File: config.mk
export PLATFORM = sky130hd
export DESIGN_NAME = serial_divider_32
export DESIGN_NICKNAME = d
export VERILOG_FILES = /design/src/rtl/serial_divider_32.sv
export SDC_FILE = /design/constraint.sdc
export NUM_CORES = 1
export LEC_CHECK = 0
export BUFFER_PORTS_ARGS = -buffer_cell sky130_fd_sc_hd__buf_2
export CORE_MARGIN = 2
export CORE_UTILIZATION = 50
export DETAILED_ROUTE_END_ITERATION = 8
export PLACE_DENSITY = 0.7
export SLEW_MARGIN = 40
export SYNTH_ARGS = -nofsm -noshare
export SYNTH_HDL_FRONTEND = slang
export SYNTH_SLANG_ARGS = --single-unit
File: constraint.sdc
create_clock -name clock -period 15 [get_ports clock]
set_clock_uncertainty 0.2 [all_clocks]
set_input_delay 2.25 -clock clock [delete_from_list [all_inputs] [get_ports clock]]
set_output_delay 2.25 -clock clock [all_outputs]
set_load 0.01 [all_outputs]
File: src/rtl/serial_divider_32.sv
// Multi-cycle signed divider: restoring shift-subtract, one quotient bit per clock.
// Sign correction and the divide-by-zero override are applied in a final DONE cycle.
module serial_divider_32 #(
  parameter int WIDTH = 32
) (
  input  logic             clock,
  input  logic             reset,
  input  logic             ctrl_DIV,
  input  logic [WIDTH-1:0] data_operandA,
  input  logic [WIDTH-1:0] data_operandB,
  output logic [WIDTH-1:0] data_result,
  output logic [WIDTH-1:0] data_remainder,
  output logic             data_exception,
  output logic             data_resultRDY,
  output logic             busy
);

  localparam int CW = $clog2(WIDTH);

  typedef enum logic [1:0] {
    IDLE = 2'd0,
    RUN  = 2'd1,
    DONE = 2'd2
  } state_t;

  function automatic logic [WIDTH-1:0] negate_if(input logic [WIDTH-1:0] v, input logic neg);
    return neg ? (~v + WIDTH'(1)) : v;
  endfunction

  // Magnitude of a two's complement value; -2^(WIDTH-1) maps to its unsigned pattern.
  function automatic logic [WIDTH-1:0] magnitude(input logic [WIDTH-1:0] v);
    return negate_if(v, v[WIDTH-1]);
  endfunction

  state_t           state_r;
  logic [CW-1:0]    count_r;
  logic [WIDTH-1:0] dvd_r;
  logic [WIDTH-1:0] div_r;
  logic [WIDTH-1:0] rem_r;
  logic             signa_r;
  logic             signb_r;
  logic             zero_r;

  logic [WIDTH:0]   shifted_s;
  logic [WIDTH:0]   diff_s;
  logic [WIDTH-1:0] step_rem_s;
  logic             step_bit_s;
  logic [WIDTH-1:0] fin_quo_s;
  logic [WIDTH-1:0] fin_rem_s;

  // One restoring step; shifted_s < 2*divisor, so bit WIDTH of diff_s is a clean borrow.
  always_comb begin
    shifted_s = {rem_r, dvd_r[WIDTH-1]};
    diff_s    = shifted_s - {1'b0, div_r};
    if (diff_s[WIDTH]) begin
      step_rem_s = shifted_s[WIDTH-1:0];
      step_bit_s = 1'b0;
    end else begin
      step_rem_s = diff_s[WIDTH-1:0];
      step_bit_s = 1'b1;
    end
  end

  // Sign-corrected results; a zero divisor suppresses the raw all-ones quotient.
  always_comb begin
    if (zero_r) begin
      fin_quo_s = WIDTH'(0);
      fin_rem_s = WIDTH'(0);
    end else begin
      fin_quo_s = negate_if(dvd_r, signa_r ^ signb_r);
      fin_rem_s = negate_if(rem_r, signa_r);
    end
  end

  // Control FSM, datapath registers and registered outputs.
  always_ff @(posedge clock or posedge reset) begin
    if (reset) begin
      state_r        <= IDLE;
      count_r        <= CW'(0);
      dvd_r          <= WIDTH'(0);
      div_r          <= WIDTH'(0);
      rem_r          <= WIDTH'(0);
      signa_r        <= 1'b0;
      signb_r        <= 1'b0;
      zero_r         <= 1'b0;
      data_result    <= WIDTH'(0);
      data_remainder <= WIDTH'(0);
      data_exception <= 1'b0;
      data_resultRDY <= 1'b0;
      busy           <= 1'b0;
    end else begin
      data_resultRDY <= 1'b0;
      if (state_r == DONE) begin
        data_result    <= fin_quo_s;
        data_remainder <= fin_rem_s;
        data_exception <= zero_r;
        data_resultRDY <= 1'b1;
      end
      // A start is honoured in every state; in DONE it coexists with the strobe above.
      if (ctrl_DIV) begin
        state_r <= RUN;
        count_r <= CW'(0);
        dvd_r   <= magnitude(data_operandA);
        div_r   <= magnitude(data_operandB);
        rem_r   <= WIDTH'(0);
        signa_r <= data_operandA[WIDTH-1];
        signb_r <= data_operandB[WIDTH-1];
        zero_r  <= (data_operandB == WIDTH'(0));
        busy    <= 1'b1;
      end else begin
        case (state_r)
          IDLE: begin
            busy <= 1'b0;
          end
          RUN: begin
            rem_r   <= step_rem_s;
            dvd_r   <= {dvd_r[WIDTH-2:0], step_bit_s};
            count_r <= count_r + CW'(1);
            if (count_r == CW'(WIDTH - 1)) begin
              state_r <= DONE;
            end else begin
              state_r <= RUN;
            end
          end
          DONE: begin
            state_r <= IDLE;
            busy    <= 1'b0;
          end
          default: begin
            state_r <= IDLE;
            busy    <= 1'b0;
          end
        endcase
      end
    end
  end

endmodule

==> summary.md, run 1 <==
| Metric | Value |
|---|---|
| Hold EP | `data_remainder[18]$_DFFE_PP0P_` |
| Period utilization | `0.301` |
| WP data required | `approximately 15,000 ps` |
| Max-Cap Viols | `0` |
| Min Tclk post-route | `4510 ps` |
| Number of global-route vias before repair | `8,959` |
| R2R depth | `13` |
| Die H | `154 um` |
| Buffers plus inverters on the worst setup path | `1` |
| Power density cells | `93.0 mW/mm^2` |
| Routed vias | `9,657` |
| Max Root-Sink Buffers | `2` |
| Run status | `completed` |
| First-pass GRT wire length | `between 40 and 50 mm` |
| Peak VDD IR | `0.0000666 V` |
| Type of the worst setup path | `input port to flop` |
| Largest net degree at the start of global routing | `91` |
| Crit end category | `flop` |
| Total Nets Final | `1,485` |
| Total track usage | `0.242` |
| Cells along the critical path | `buf_2 -> or4_1 -> or3_1 -> nor3_1 -> nand2b_1 -> or2_2 -> o41ai_1 -> xor2_1 -> a21oi_1` |
| Layout cell share with drive strength beyond 1 | `0.142` |
| Rows | `54` |
| Mapped Cells | `1,291` |
| Largest delay share family, worst path | `simple AND/OR/NAND/NOR gates` |
| Initial antenna violation count | `0` |
| Max-slew headroom | `0.478` |
| Slowest-stage cell, CP | `or4_1` |
| Startpoint Class | `input port` |
| HPWL after DPL | `20.4 mm` |
| Post-synth design cell area | `0.0112 sq mm` |
| Worst-margin pin slew | `783 ps` |
| WHS Path Cells | `2` |
| PortBufs | `between 100 and 150` |
| H-tree depth | `4` |
| Final slew viol count | `0` |
| Initial Utilization | `0.511` |
| DRC | `0` |
| Hold WC Path Type | `flop to flop` |
| Synth cell types | `59` |
| Worst-path fanout max | `3` |
| RD Place Congestion | `0.892` |
| CTS tree | `done` |
| Clock transition at path regs | `around 70 ps` |
| P&R area growth vs syn | `13.0%` |
| Latest clock arrival within the worst-skew pair | `about 430 ps` |
| Seq cells post-synth | `173` |
| Syn Area/Cell | `8.69 sq um` |
| Clock sinks | `between 150 and 200` |
| Setup_tns | `0 ps` |
| Crit-path max cell delay | `570 ps` |
| Post-synth ARST share | `1.00` |
| Total inserted antenna cells | `0` |
| Reg2reg setup slack | `10,820 ps` |
| Vias per cell | `5.78` |
| CP arrival | `4590 ps` |
| TritonCTS buffer count | `17` |
| Final WL | `28.0 mm` |
| Wire per inst | `16.8 um` |
| Core ar. | `0.0220 sq mm` |
| Initial DRC count | `between 600 and 700` |
| Synthesized Nets | `1,397` |
| # fillers | `2,003` |
| # IOs | `~130` |
| Residual overflow from global routing | `0` |
| Antenna Violating Nets Remaining | `0` |
| Root buf cell | `clkbuf_16` |
| WHS | `274 ps` |
| Die area | `between 0.02 and 0.025 sq mm` |
| Pre-CTS WS | `10,070 ps` |
| Synth warn | `0` |
| Final Hold Vio Count | `0` |
| Drt pass-1 iters | `5` |
| Setup Viol. Count Final | `0` |
| Post-CTS sizing | `0` |
| Max Freq | `222 MHz` |
| R2R Path Start | `dvd_r[31]$_DFFE_PP0P_` |
| Hold buffer count at CTS | `0` |
| FF-to-FF End | `rem_r[6]$_DFFE_PP0P_` |
| Leak pwr | `a little over 6 nW` |
| Post-CTS setup buffer count | `0` |
| RSZ-0062 raised after global routing | `no` |
| Sequential share of the synthesized area | `0.386` |
| Hold_sp | `data_remainder[18]$_DFFE_PP0P_` |
| Die X | `between 150 and 200 um` |
| Setup WS post-layout | `10,490 ps` |
| EDFF count, synth | `0` |
| Synth Flop Type | `dfrtp_1` |
==> registers in the layout (all words and copies together) (netlist names) <==
name            flops
zero_r              1
signb_r             1
dvd_r              32
rem_r              32
state_r             2
data_resultRDY      1
signa_r             1
data_remainder     32
data_result        32
count_r             5
busy                1
div_r              32
data_exception      1
==> stage by stage <==
step / util / cell area (sq um) / std cells / power, mW
after global routing: 0.577 / 12700 / 1672 / 1.24
after global placement: 0.548 / 12000 / 1640 / 0.729
after detailed placement: 0.549 / 12100 / 1640 / 0.734
final: 0.577 / 12700 / 1672 / 1.18
after floorplan: - / 11200 / 1291 / 0.670
after CTS: 0.577 / 12700 / 1672 / 1.18
==> power by group <==
group	internal [mW]	leakage (nW)	switching (mW)	total, mW
Clock	0.238	0.288	0.212	0.450
Combinational	0.0834	3.53	0.125	0.209
Sequential	0.489	2.25	0.0313	0.520
Total	0.810	6.07	0.369	1.18
==> per-layer routing <==
layer	global-route usage	part of all wire
met3	0.0457	0.064
met5	0	0
met4	0.0521	0.011
met2	0.334	0.40
met1	0.388	0.52
==> Yosys cell counts, drive strengths merged, types with 2 or more instances <==
cell type  count  area share
a2111o         2      0.0020
a2111oi        2      0.0032
a211oi        33       0.022
a21o          12      0.0080
a21oi         91       0.041
a31oi         10      0.0056
and2           4      0.0022
and3           5      0.0028
buf           19      0.0086
clkbuf        53       0.018
dfrtp        173        0.39
ha            38       0.042
inv           51       0.017
mux2           5      0.0050
mux2i         51       0.045
nand2        155       0.052
nand2b        20       0.011
nand3         13      0.0058
nand3b         4      0.0027
nand4         10      0.0056
nand4b         5      0.0039
nor2          96       0.032
nor2b          8      0.0045
nor3          22      0.0098
nor3b          2      0.0013
nor4          12      0.0067
o2111ai        2      0.0021
o211ai         5      0.0033
o21a           3      0.0020
o21ai        134       0.060
o21bai         2      0.0013
o22ai          3      0.0017
o311ai         2      0.0016
o31ai         33       0.023
o41ai         20       0.016
or2            3      0.0017
or3           14      0.0078
or4           13      0.0087
xnor2         58       0.045
xor2          93       0.073
==> kinds of logic after synthesis <==
logic type                 Yosys count  share of synthesized area
xor gates and xnor gates           151                      0.118
adders and majority gates           39                     0.0441
AOI/OAI and AO/OA                  361                      0.198
DFF                                173                      0.386
and+or+nand+nor                    388                      0.160
muxes                               56                     0.0505
buffers and inverters              123                     0.0434
==> worst max path at each step <==
stage / startpoint / end / slack, ps / cells after the start
2_1_floorplan: reset / busy$_DFFE_PP0P_ / 7860 / 1
3_3_place_gp: data_operandA[16] / dvd_r[29]$_DFFE_PP0P_ / 10120 / 9
3_5_place_dp: data_operandA[16] / dvd_r[29]$_DFFE_PP0P_ / 10070 / 9
4_1_cts: data_operandA[16] / dvd_r[29]$_DFFE_PP0P_ / 10530 / 9
5_1_grt: data_operandB[6] / div_r[28]$_DFFE_PP0P_ / 10280 / 10
6_report: data_operandA[16] / dvd_r[29]$_DFFE_PP0P_ / 10490 / 9
==> cells in the final DEF (no fill, tap or decap), types with 10 or more instances in the layout <==
cell,Yosys,routed
a31oi_1,10,10
nand2_1,155,155
o41ai_1,20,20
xor2_1,93,92
ha_1,38,38
a21oi_1,89,89
or4_1,13,13
o21ai_0,130,130
dfrtp_1,173,172
nand4_1,10,10
inv_1,51,50
or3_1,14,14
xnor2_1,58,56
o31ai_1,31,31
nor4_1,12,11
nand2b_1,20,18
mux2i_1,51,51
nand3_1,13,13
buf_2,8,132
clkbuf_16,0,17
a211oi_1,33,33
a21o_1,12,12
nor2_1,96,96
nor3_1,22,22
==> layout make-up <==
type | instances | area, sq um | area share
flip-flops and latches | 173 | 4330 | 0.342
well taps | 280 | 350 | 0.0276
multi-input cells | 995 | 6460 | 0.510
inverters | 51 | 196 | 0.0155
clock buffers | 17 | 425 | 0.0336
clock inverters | 15 | 180 | 0.0142
repair buffers | 141 | 736 | 0.0580
==> worst register-to-register path: stages, from the launching register on <==
cell	delay, ps
dfrtp_1	470
inv_1	90
ha_1	230
fa_1	390
nand2b_1	190
a21oi_2	220
o2111ai_2	250
a2111oi_4	440
nor3_1	100
a21oi_2	320
xnor2_4	340
buf_4	450
mux2i_1	260
a211oi_1	90
(Power assumes the default switching activity.)
==> inputs of run 2 (changes only) <==
Settings changed: PLACE_DENSITY 0.7 to 0.73.
Clock period 15 ns to 3.8 ns, I/O delays scaled along.
==> run 2 against run 1 <==
Via count is 1.5% higher; cell area increased by 2.3%; setup slack got worse by 10000 ps; wire length increased by 1.4%; die area unchanged; hold slack got worse by 44 ps; critical path type is now flop to flop; largest cell class unchanged; global-route usage down 0.089 points; count of clock-buffer cells in the layout unchanged; power rose to 4.0 times the previous value; flip-flop and latch count did not move.
==> summary.md, run 2 (synthesis results as in run 1) <==
| Metric | Value |
|---|---|
| P&R area growth vs syn | `15.6%` |
| Peak VDD IR | `0.000248 V (+270%)` |
| Clock sinks | `173 (unchanged)` |
| Layout cell share with drive strength beyond 1 | `0.159 (+0.0179)` |
| Hold EP | `div_r[0]$_DFFE_PP0P_` |
| Setup_tns | `0 ps (unchanged)` |
| Run status | `completed` |
| DP Area | `0.0123 sq mm (+1.9%)` |
| Setup Viol. Count Final | `0 (unchanged)` |
| Net switching power | `1.49 mW (+300%)` |
| Initial Utilization | `0.511 (unchanged)` |
| Critical path depth in cells | `13 (+4)` |
| Type of the worst setup path | `flop to flop` |
| Wire per inst | `16.7 um (-0.48%)` |
| Final Instance Area | `0.0130 sq mm (+2.3%)` |
| Max-Cap Viols | `0 (unchanged)` |
| Slowest-stage cell, CP | `or4_1` |
| Sequential power share | `0.431 (-0.010)` |
| Number of global-route vias before repair | `8,906 (-0.59%)` |
| Cells along the critical path | `inv_1 -> ha_1 -> fa_1 -> nand2b_4 -> a21oi_4 -> o2111ai_4 -> a2111oi_4 -> nor3_1 -> a21oi_2 -> xnor2_2 -> buf_12 -> or4_1 -> nand3_1` |
| Latest clock arrival within the worst-skew pair | `440 ps (about the same)` |
| Die X | `154 um (unchanged)` |
| Initial antenna violation count | `0 (unchanged)` |
| WHS Path Cells | `2 (unchanged)` |
| Vias per cell | `5.75 (-0.42%)` |
| Buffers plus inverters on the worst setup path | `2 (+1)` |
| Final slew viol count | `0 (unchanged)` |
| R2R depth | `13 (unchanged)` |
| Max Root-Sink Buffers | `2 (unchanged)` |
| Power density cells | `364 mW/mm^2 (+290%)` |
| Hold WC Path Type | `input port to flop` |
| Residual overflow from global routing | `0 (unchanged)` |
| Clock transition at path regs | `70 ps (about the same)` |
| WP data required | `3970 ps (-11,110 ps)` |
| Worst-path fanout max | `20 (+17)` |
| # IOs | `134 (unchanged)` |
| Leak pwr | `6.26 nW (+3.0%)` |
| Worst-margin pin slew | `785 ps (+2.12 ps)` |
| Largest delay share family, worst path | `compound AO/OA/AOI/OAI gates` |
| Largest net degree at the start of global routing | `117 (+29%)` |
| Final Hold Vio Count | `0 (unchanged)` |
| CP arrival | `3780 ps (-810 ps)` |
| RD Place Congestion | `0.911 (+2.1%)` |
| Min Tclk post-route | `3610 ps` |
| Initial DRC count | `756 (+23%)` |
| Max-slew headroom | `0.477 (-0.00141)` |
| Total inserted antenna cells | `0 (unchanged)` |
| Total Power | `4.72 mW (+300%)` |
| Clock power share | `0.385 (+0.003)` |
| Root buf cell | `clkbuf_16` |
| Most frequent cells in the layout | `dfrtp_1 (173), nand2_1 (155), buf_2 (132)` |
| Die H | `154 um (unchanged)` |
| FF-to-FF End | `rem_r[21]$_DFFE_PP0P_` |
| Total Nets Final | `1,517 (+2.2%)` |
| Startpoint Class | `flop` |
| Reg2reg setup slack | `190 ps (-10,630 ps)` |
| TritonCTS buffer count | `17 (unchanged)` |
| Rows | `54 (unchanged)` |
| Core ar. | `0.0220 sq mm (unchanged)` |
| Period utilization | `0.949` |
| HPWL after DPL | `20.9 mm (+2.7%)` |
| RSZ-0062 raised after global routing | `no` |
| Antenna Violating Nets Remaining | `0 (unchanged)` |
| First-pass GRT wire length | `46.1 mm (-0.43%)` |
| Max Freq | `277 MHz` |
| Total track usage | `0.241 (-0.000892)` |
| Crit-path max cell delay | `470 ps (-100 ps)` |
| DRC | `0 (unchanged)` |
| Comb power frac | `0.184 (+0.007)` |
| Final WL | `28.4 mm (+1.4%)` |
| Internal cell power | `3.23 mW (+300%)` |
| PortBufs | `133 (unchanged)` |
| Die area | `0.0237 sq mm (unchanged)` |
| Sw Share | `0.316 (+0.00281)` |
| Crit end category | `flop` |
| H-tree depth | `4 (unchanged)` |
| R2R Path Start | `dvd_r[31]$_DFFE_PP0P_` |
| Drt pass-1 iters | `5 (unchanged)` |
| Routed vias | `9,800 (+1.5%)` |
| CTS tree | `done` |
| Hold_sp | `data_operandB[0]` |
| Most common cell after layout, fill and taps aside | `dfrtp_1` |
## run 2: cell types whose count changed in the layout (fill, tap and decap cells not counted), sizes merged
cell         change
buf             +31
clkinv           -3
clkinvlp         +1
dlygate4sd3      +1
inv              +2
## run 2: final cells by class
cell class	instances	area, sq um
clock inverters	15	190
well taps	280	350
flip-flops and latches	173	4330
multi-input cells	995	6470
fillers	1911	8990
repair buffers	173	1010
clock buffers	17	425
inverters	51	195
## run 2: through the flow
stage	setup WS, ps	hold slack (ps)	std cells	utilization
floorplan	457	277	1291	-
global placement	271	256	1669	0.559
detailed placement	141	264	1669	0.560
CTS	87.2	218	1702	0.588
global route	47.9	223	1704	0.591
finish	193	230	1704	0.591
## run 2: routing by layer
metal | GRT usage | wire length [um] | up-vias
li1 | - | - | 4818
met1 | 0.378 | 14400 | 4628
met2 | 0.344 | 11800 | 319
met3 | 0.0397 | 1930 | 35
met4 | 0.0587 | 331 | 0
met5 | 0 | 0 | -
## run 2: power groups by stage
| stage | combinational, mW | sequential (mW) | clock, mW |
|---|---|---|---|
| CTS | 0.854 | 2.03 | 1.84 |
| global route | 0.970 | 2.04 | 1.91 |
| finish | 0.867 | 2.03 | 1.82 |
| detailed placement | 0.844 | 2.06 | 0 |
| global placement | 0.834 | 2.05 | 0 |
| floorplan | 0.615 | 2.03 | 0 |
## run 2: worst max-delay path by stage
stage	start	end	slack [ps]
finish	dvd_r[31]$_DFFE_PP0P_	rem_r[21]$_DFFE_PP0P_	190
CTS	dvd_r[31]$_DFFE_PP0P_	rem_r[21]$_DFFE_PP0P_	90
detailed placement	dvd_r[31]$_DFFE_PP0P_	rem_r[21]$_DFFE_PP0P_	140
floorplan	dvd_r[31]$_DFFE_PP0P_	rem_r[28]$_DFFE_PP0P_	460
global route	dvd_r[31]$_DFFE_PP0P_	rem_r[8]$_DFFE_PP0P_	50
global placement	dvd_r[31]$_DFFE_PP0P_	rem_r[21]$_DFFE_PP0P_	270
## run 2: repair_timing
action | 4_1_cts | 5_1_grt
hold buffers | 1 | 0
endpoints found under the hold margin | 22 | 0
setup buffers | 0 | 2
gates resized for setup | 0 | 3
endpoints found under the setup margin | 0 | 25
